===== src/rtl/demux_pkg.sv =====
// ---------------------------------------------------------------------------
// demux_pkg
// Shared constants for the 1:NCH lane-distribution demultiplexer.
//   MODE_RR / MODE_ADDR : encodings of the routing-mode input.
//   DEF_DATA_W / DEF_NCH : default word width and channel count.
// ---------------------------------------------------------------------------
package demux_pkg;

    localparam logic MODE_RR   = 1'b0;
    localparam logic MODE_ADDR = 1'b1;

    localparam int DEF_DATA_W = 8;
    localparam int DEF_NCH    = 4;

endpackage


===== src/rtl/demux_n_if.sv =====
// ---------------------------------------------------------------------------
// demux_n_if
// Bundles the stream-side and channel-side signals of demux_n.
//   mode, sel_in, data_in, valid_in, ready_in : input stream and routing
//   data_out, valid_out, ready_out            : NCH output channels
//   err_sel                                   : bad-select pulse
// Modport slave is the demux itself; master is whoever drives it.
// ---------------------------------------------------------------------------
interface demux_n_if #(
    parameter int DATA_W = 8,
    parameter int NCH    = 4
);
    localparam int SEL_W = $clog2(NCH);

    logic                  mode;
    logic [SEL_W-1:0]      sel_in;
    logic [DATA_W-1:0]     data_in;
    logic                  valid_in;
    logic                  ready_in;
    logic [NCH*DATA_W-1:0] data_out;
    logic [NCH-1:0]        valid_out;
    logic [NCH-1:0]        ready_out;
    logic                  err_sel;

    modport slave (
        input  mode, sel_in, data_in, valid_in, ready_out,
        output ready_in, data_out, valid_out, err_sel
    );

    modport master (
        output mode, sel_in, data_in, valid_in, ready_out,
        input  ready_in, data_out, valid_out, err_sel
    );

endinterface


===== src/rtl/demux_slot.sv =====
// ---------------------------------------------------------------------------
// demux_slot
// One-entry output register slice for a single channel.
//   clk, reset : clock and asynchronous active-high reset
//   load       : capture data_in this cycle (wins over a drain)
//   data_in    : word to capture
//   ready_out  : consumer ready; empties the slot when nothing is loaded
//   valid_out  : slot holds a word
//   data_out   : held word (left unchanged on drain)
// ---------------------------------------------------------------------------
module demux_slot #(
    parameter int DATA_W = 8
) (
    input  logic              clk,
    input  logic              reset,
    input  logic              load,
    input  logic [DATA_W-1:0] data_in,
    input  logic              ready_out,
    output logic              valid_out,
    output logic [DATA_W-1:0] data_out
);

    logic              valid_q, valid_d;
    logic [DATA_W-1:0] data_q, data_d;

    // A load refills the slot even if it is draining in the same cycle,
    // so a continuously ready consumer sees one word per cycle.
    always_comb begin
        valid_d = valid_q;
        data_d  = data_q;
        if (load) begin
            valid_d = 1'b1;
            data_d  = data_in;
        end else if (valid_q && ready_out) begin
            valid_d = 1'b0;
        end
    end

    always_ff @(posedge clk or posedge reset) begin
        if (reset) begin
            valid_q <= 1'b0;
            data_q  <= '0;
        end else begin
            valid_q <= valid_d;
            data_q  <= data_d;
        end
    end

    assign valid_out = valid_q;
    assign data_out  = data_q;

endmodule


===== src/rtl/demux_n.sv =====
// ---------------------------------------------------------------------------
// demux_n
// Steers a ready/valid input stream onto NCH registered output channels,
// either round-robin or addressed by sel_in.
//   clk, reset : clock and asynchronous active-high reset
//   bus        : demux_n_if slave modport (stream in, channels out, err_sel)
// ---------------------------------------------------------------------------
module demux_n
    import demux_pkg::*;
#(
    parameter int DATA_W = DEF_DATA_W,
    parameter int NCH    = DEF_NCH
) (
    input  logic       clk,
    input  logic       reset,
    demux_n_if.slave   bus
);

    localparam int SEL_W = $clog2(NCH);
    localparam logic [SEL_W:0]   NCH_X   = (SEL_W+1)'(NCH);
    localparam logic [SEL_W-1:0] PTR_MAX = SEL_W'(NCH - 1);

    logic [SEL_W-1:0] ptr_q, ptr_d;
    logic             err_q, err_d;
    logic [SEL_W-1:0] target;
    logic             badSel;
    logic             accept;
    logic [NCH-1:0]   load;

    // Target decode and ready. A bad select is always accepted so the
    // stream never deadlocks on an unreachable channel; the word is dropped.
    always_comb begin
        target = (bus.mode == MODE_ADDR) ? bus.sel_in : ptr_q;
        badSel = ({1'b0, target} >= NCH_X);
        if (badSel) begin
            bus.ready_in = 1'b1;
        end else begin
            bus.ready_in = !bus.valid_out[target] || bus.ready_out[target];
        end
        accept = bus.valid_in && bus.ready_in;
    end

    // The pointer only moves on words it actually routed, and survives
    // mode changes so RR resumes where it left off.
    always_comb begin
        ptr_d = ptr_q;
        err_d = accept && badSel;
        if (accept && (bus.mode == MODE_RR)) begin
            ptr_d = (ptr_q == PTR_MAX) ? '0 : ptr_q + 1'b1;
        end
    end

    always_ff @(posedge clk or posedge reset) begin
        if (reset) begin
            ptr_q <= '0;
            err_q <= 1'b0;
        end else begin
            ptr_q <= ptr_d;
            err_q <= err_d;
        end
    end

    assign bus.err_sel = err_q;

    for (genvar k = 0; k < NCH; k++) begin : g_slot
        assign load[k] = accept && !badSel && (target == SEL_W'(k));

        demux_slot #(.DATA_W(DATA_W)) u_slot (
            .clk       (clk),
            .reset     (reset),
            .load      (load[k]),
            .data_in   (bus.data_in),
            .ready_out (bus.ready_out[k]),
            .valid_out (bus.valid_out[k]),
            .data_out  (bus.data_out[k*DATA_W +: DATA_W])
        );
    end

endmodule


===== src/flat_wrapper.sv =====
// flat-port wrapper written by rule: the top's interface ports become plain ports
module demux_n_flat import demux_pkg::*;
#(
    parameter int DATA_W = DEF_DATA_W,
    parameter int NCH    = DEF_NCH
)
  (clk, reset, bus_mode, bus_sel_in, bus_data_in, bus_valid_in, bus_ready_out, bus_ready_in, bus_data_out, bus_valid_out, bus_err_sel);
  demux_n_if #(.DATA_W(DATA_W), .NCH(NCH)) bus_i ();
  input  logic clk;
  input  logic reset;
  input wire logic [$bits(bus_i.mode)-1:0] bus_mode;
  input wire logic [$bits(bus_i.sel_in)-1:0] bus_sel_in;
  input wire logic [$bits(bus_i.data_in)-1:0] bus_data_in;
  input wire logic [$bits(bus_i.valid_in)-1:0] bus_valid_in;
  input wire logic [$bits(bus_i.ready_out)-1:0] bus_ready_out;
  output wire logic [$bits(bus_i.ready_in)-1:0] bus_ready_in;
  output wire logic [$bits(bus_i.data_out)-1:0] bus_data_out;
  output wire logic [$bits(bus_i.valid_out)-1:0] bus_valid_out;
  output wire logic [$bits(bus_i.err_sel)-1:0] bus_err_sel;
  assign bus_i.mode = bus_mode;
  assign bus_i.sel_in = bus_sel_in;
  assign bus_i.data_in = bus_data_in;
  assign bus_i.valid_in = bus_valid_in;
  assign bus_i.ready_out = bus_ready_out;
  assign bus_ready_in = bus_i.ready_in;
  assign bus_data_out = bus_i.data_out;
  assign bus_valid_out = bus_i.valid_out;
  assign bus_err_sel = bus_i.err_sel;
  demux_n #(.DATA_W(DATA_W), .NCH(NCH)) u_core (.clk(clk), .reset(reset), .bus(bus_i));
endmodule

===== config.mk =====
export PLATFORM = sky130hd
export DESIGN_NAME = demux_n_flat
export DESIGN_NICKNAME = d
export VERILOG_FILES = /design/src/rtl/demux_pkg.sv /design/src/rtl/demux_n_if.sv /design/src/rtl/demux_slot.sv /design/src/rtl/demux_n.sv /design/src/flat_wrapper.sv
export SDC_FILE = /design/constraint.sdc
export NUM_CORES = 1
export LEC_CHECK = 0
export CAP_MARGIN = 20
export CORE_ASPECT_RATIO = 0.5
export CORE_MARGIN = 2
export CORE_UTILIZATION = 49
export DETAILED_ROUTE_END_ITERATION = 7
export PLACE_DENSITY_LB_ADDON = 0.15
export SLEW_MARGIN = 10
export SYNTH_ARGS = -nofsm -noshare
export SYNTH_HDL_FRONTEND = slang
export SYNTH_HIERARCHICAL = 1
export SYNTH_SLANG_ARGS = --single-unit

===== constraint.sdc =====
create_clock -name clk -period 4.6 [get_ports clk]
set_input_delay 0.92 -clock clk [delete_from_list [all_inputs] [get_ports clk]]
set_output_delay 0.92 -clock clk [all_outputs]
set_load 0.02 [all_outputs]

Word-level counts from Yosys, hierarchy flattened
Index checks and enable logic that the tools add are counted.
{ "word_totals": {"output_inout_bits": 38, "in_bits": 18, "word_cells": 47, "reg_bits": 38} }
{ "classes": {"n_eq_ne": 4, "n_reduce_logical": 17, "addsub": 1, "n_mux": 14, "bitwise": 1, "magnitude_cmp": 1} }
{ "ops": {"columns": ["cell", "n"], "rows": [
  ["$logic_and A1 B1 Y1", 10],
  ["$mux W1", 10],
  ["$reduce_bool A2 Y1", 4],
  ["$eq A2 B2 Y1 const B", 3],
  ["$bmux W1 S2", 2],
  ["$mux W2", 2],
  ["$lt A2 B3 Y1 const B", 1],
  ["$add A2 B1 Y2 const B", 1],
  ["$eq A2 B1 Y1 const B", 1],
  ["$logic_not A2 Y1", 1],
  ["$logic_not A1 Y1", 1],
  ["$logic_or A1 B1 Y1", 1],
  ["$not A1 Y1", 1]
]} }

Logic depth before layout (Yosys ltp)
{ "logic_depth": {"depth_word": 8, "ltp_mapped": 6, "ltp_nobuf": 5} }

By module
Netlist, hierarchy kept.
{ "by_module_without_submodules": {"columns": ["module", "n_inst", "area_each_um2", "cells_per_inst", "seq_area_each_um2"], "rows": [
  ["demux_slot", 4, 372.9, 21, 225.2],
  ["demux_n", 1, 236.5, 30, 50.0]
]} }

Least setup slack after synthesis
OpenSTA, ideal clock, no wires.
{ "synth_timing": {"path_type": "input to output", "start": "in bus_mode", "end": "out bus_ready_in", "required_ps": 3680, "n_path_buf": 0, "cell_stages": 4, "path_slack_ps": 1798, "t_arrival_ps": 1882, "path_cell_list": "mux2i_2 -> nor2_1 -> or3b_4 -> nand2_1"} }
{ "synth_between": {"elab_chain_len": 5, "elab_cells_between_ends": 7, "cone_classes": "mux (5); reduce/logical (2)"} }
{ "synth_lines": {"columns": ["item", "line_no", "source"], "rows": [
  ["start: declaration", "flat_wrapper.sv:11", "input wire logic [$bits(bus_i.mode)-1:0] bus_mode;"],
  ["$mux W2 (*)", "demux_n.sv:33", "target = (bus.mode == MODE_ADDR) ? bus.sel_in : ptr_q;"],
  ["$bmux W1 S2", "demux_n.sv:38", "bus.ready_in = !bus.valid_out[target] || bus.ready_out[target];"],
  ["$mux W1 (not written as such)", "demux_n.sv:38", null],
  ["$logic_not A1 Y1", "demux_n.sv:38", null],
  ["$logic_or A1 B1 Y1 (*)", "demux_n.sv:38", null],
  ["end: declaration", "flat_wrapper.sv:16", "output wire logic [$bits(bus_i.ready_in)-1:0] bus_ready_in;"]
]} }
Every way passes the cells marked *; elsewhere a longest branch is shown, timed or not. The select of a mux whose other input is x is not followed.

Final worst setup path
Ends and elaborated chain as after synthesis.

==> metrics.yaml <==
synth_top_area_share: 0.550
rows: 15
rrSetupSlack_ns: 2.59
ys_warn_count: 6
gp_congestion: 0.931
seq_area_frac_synth: 0.550
cts_buffers: 5
synth.net_count: 133
clockBufferDepth: 2
drc: 0
crit_fanout: 6
min_path_cells: 1
clk_pin_slew_ns: 0.07
ant_nets: 0
final_net_count: 193
min_period_ns: 3.92
drive_above_1_share: 0.282
start_util: 0.509
postCtsHoldBufs: 0
yosysTopAreaCell: "dfrtp_1"
antenna_found_initial: 0
peakVddDrop_v: 0.000374
io_pins: 56
track_usage: 0.185
dp_hpwl_microns: 2560
grt_max_degree: 11
r2r-end: "u_core/g_slot[2].u_slot/data_out[4]"
rr_startpoint: "u_core/ptr_q[1]"
fillers: 244
start_kind: "input pin"
antenna_cells: 0
period_share: 0.852
avgSynthCellArea_sq_um: 15.2
hold_end: "u_core/g_slot[3].u_slot/valid_out"
end_kind: "output port"
via_count: 1048
syn_inst: 114
final_core_util: 0.702
grt_first_pass_wirelength_microns: 5290
crit_type: "input pin to output port"
core_sq_mm: 0.00340
wirelength_microns: 3440
dieHeight_microns: 46.0
io_buffers: 54
via_per_inst: 4.66
setup_viol: 0
power.density_mw_per_mm2: 715
status: "finished, final reports clean"
p_leak_uw: 0.00110
cts_resized: 0
yosys-top-cells-count: "dfrtp_1, mux2_4, inv_1, nor2_1"
ys_seq_elements: 38
arrival_ns: 3.00
synth.most_common_cell: "dfrtp_1"
synth-edff-count: 0
clock-sinks: 38
setup_tns_ns: 0
final.setup_skew_ns: 0.00440
rsz0062_at_grt: "false"
synth_area_leaders: "dfrtp_1, mux2_4, buf_6, a21o_2, inv_1"
syn_area_sq_mm: 0.00173
die_w_microns: 88.0
synth_top_flop_cell: "dfrtp_1"
initialDrtViolationCount: 45
drv_cap: 0
post-cts-setup-buffers: 0
reg2reg_depth: 6
dieArea_sq_mm: 0.00405
cts_tree: "done"
area_growth_pct: 38.1
async_reset_ff_frac: 1.00
insertion_delay_ns: 0.28
max_freq_ghz: 0.255
ys_types: 21
wl_per_cell_microns: 15.3
slew_viol_final: 0
hp-start: "u_core/g_slot[3].u_slot/valid_out"
hold_viol: 0
hp-class: "flip-flop to flip-flop"
grt_overflow: 0
clock-root-buffer: "clkbuf_8"
htreeDepth: 2
drt_first_pass_iters: 4
grt_pass1_vias: 1026
worstPathRequired_ns: 3.68
## worst max-delay path: stages
cell	delay, ns
clkdlybuf4s50_1	0.53
mux2i_2	0.36
nor2_1	0.09
or3b_4	0.43
nand2_1	0.08
clkdlybuf4s50_1	0.60
## worst max path at each step
stage | slack [ns] | startpoint | endpoint
2_1_floorplan | 1.80 | bus_mode | bus_ready_in
3_3_place_gp | 0.71 | bus_mode | bus_ready_in
3_5_place_dp | 0.68 | bus_mode | bus_ready_in
4_1_cts | 0.67 | bus_mode | bus_ready_in
5_1_grt | 0.62 | bus_mode | bus_ready_in
6_report | 0.68 | bus_mode | bus_ready_in
## sequential cells by signal, summed over array words and instances, names as in the netlist
| signal | flops |
|---|---|
| u_core/g_slot.u_slot/valid_out | 4 |
| u_core/g_slot.u_slot/data_out | 32 |
| u_core/ptr_q | 2 |
## layout by cell type, fill, tap and decap left out
| cell | count |
|---|---|
| mux2i_1 | 1 |
| nand2b_1 | 4 |
| dfrtp_1 | 38 |
| o41ai_1 | 1 |
| mux2_2 | 1 |
| inv_1 | 9 |
| buf_4 | 4 |
| mux2i_2 | 1 |
| mux2_1 | 1 |
| mux2_4 | 32 |
| or3b_4 | 1 |
| clkdlybuf4s50_1 | 54 |
| nor2_1 | 5 |
| nand3b_1 | 1 |
| a21oi_2 | 1 |
| clkbuf_8 | 5 |
| clkbuf_1 | 2 |
| conb_1 | 1 |
| o21ai_0 | 1 |
| nor2b_1 | 2 |
| a21o_2 | 4 |
| ha_1 | 1 |
| nand2_1 | 4 |
## routing by layer
metal	global-route usage	share of wire	wire, microns
met1	0.260	0.47	1630
met2	0.270	0.47	1610
met3	0.0525	0.049	167
met4	0.0831	0.010	35
met5	0	0	0
## report_power, final
part           switching (uW)  total, uW  internal (uW)  leakage [uW]
clock                     105        209            104     0.0000383
combinational             371        893            521      0.000607
sequential                105        603            498      0.000456
total                     581       1700           1120       0.00110
## cells by family after synthesis
kind of cell | after synthesis | synth area share
AND/OR/NAND/NOR | 17 | 0.0521
multiplexers | 36 | 0.305
buffers and inverters | 14 | 0.0500
AO/OA/AOI/OAI | 7 | 0.0333
other | 1 | 0.00217
flip-flops | 38 | 0.550
adder cells (fa/ha/maj) | 1 | 0.00724
## through the flow
| step | power, uW | cells | instance area [sq um] | hold slack, ns | worst slack [ns] |
|---|---|---|---|---|---|
| after floorplan | 1110 | 114 | 1730 | 0.478 | 1.80 |
| after global placement | 1490 | 218 | 2310 | 0.486 | 0.707 |
| after detailed placement | 1500 | 218 | 2310 | 0.492 | 0.681 |
| after CTS | 1720 | 225 | 2390 | 0.508 | 0.674 |
| after global routing | 1790 | 225 | 2390 | 0.517 | 0.615 |
| final | 1700 | 225 | 2390 | 0.502 | 0.681 |
## cell type report
type                       count  area (sq um)  share of cell area
sequential                    38           951               0.399
multi-input combinational     62           691               0.289
timing repair buffer          58           571               0.239
clock buffer                   7          76.3              0.0320
tap                           51          63.8              0.0267
inverter                       9          33.8              0.0142
Power figures use the tool's default switching activity.
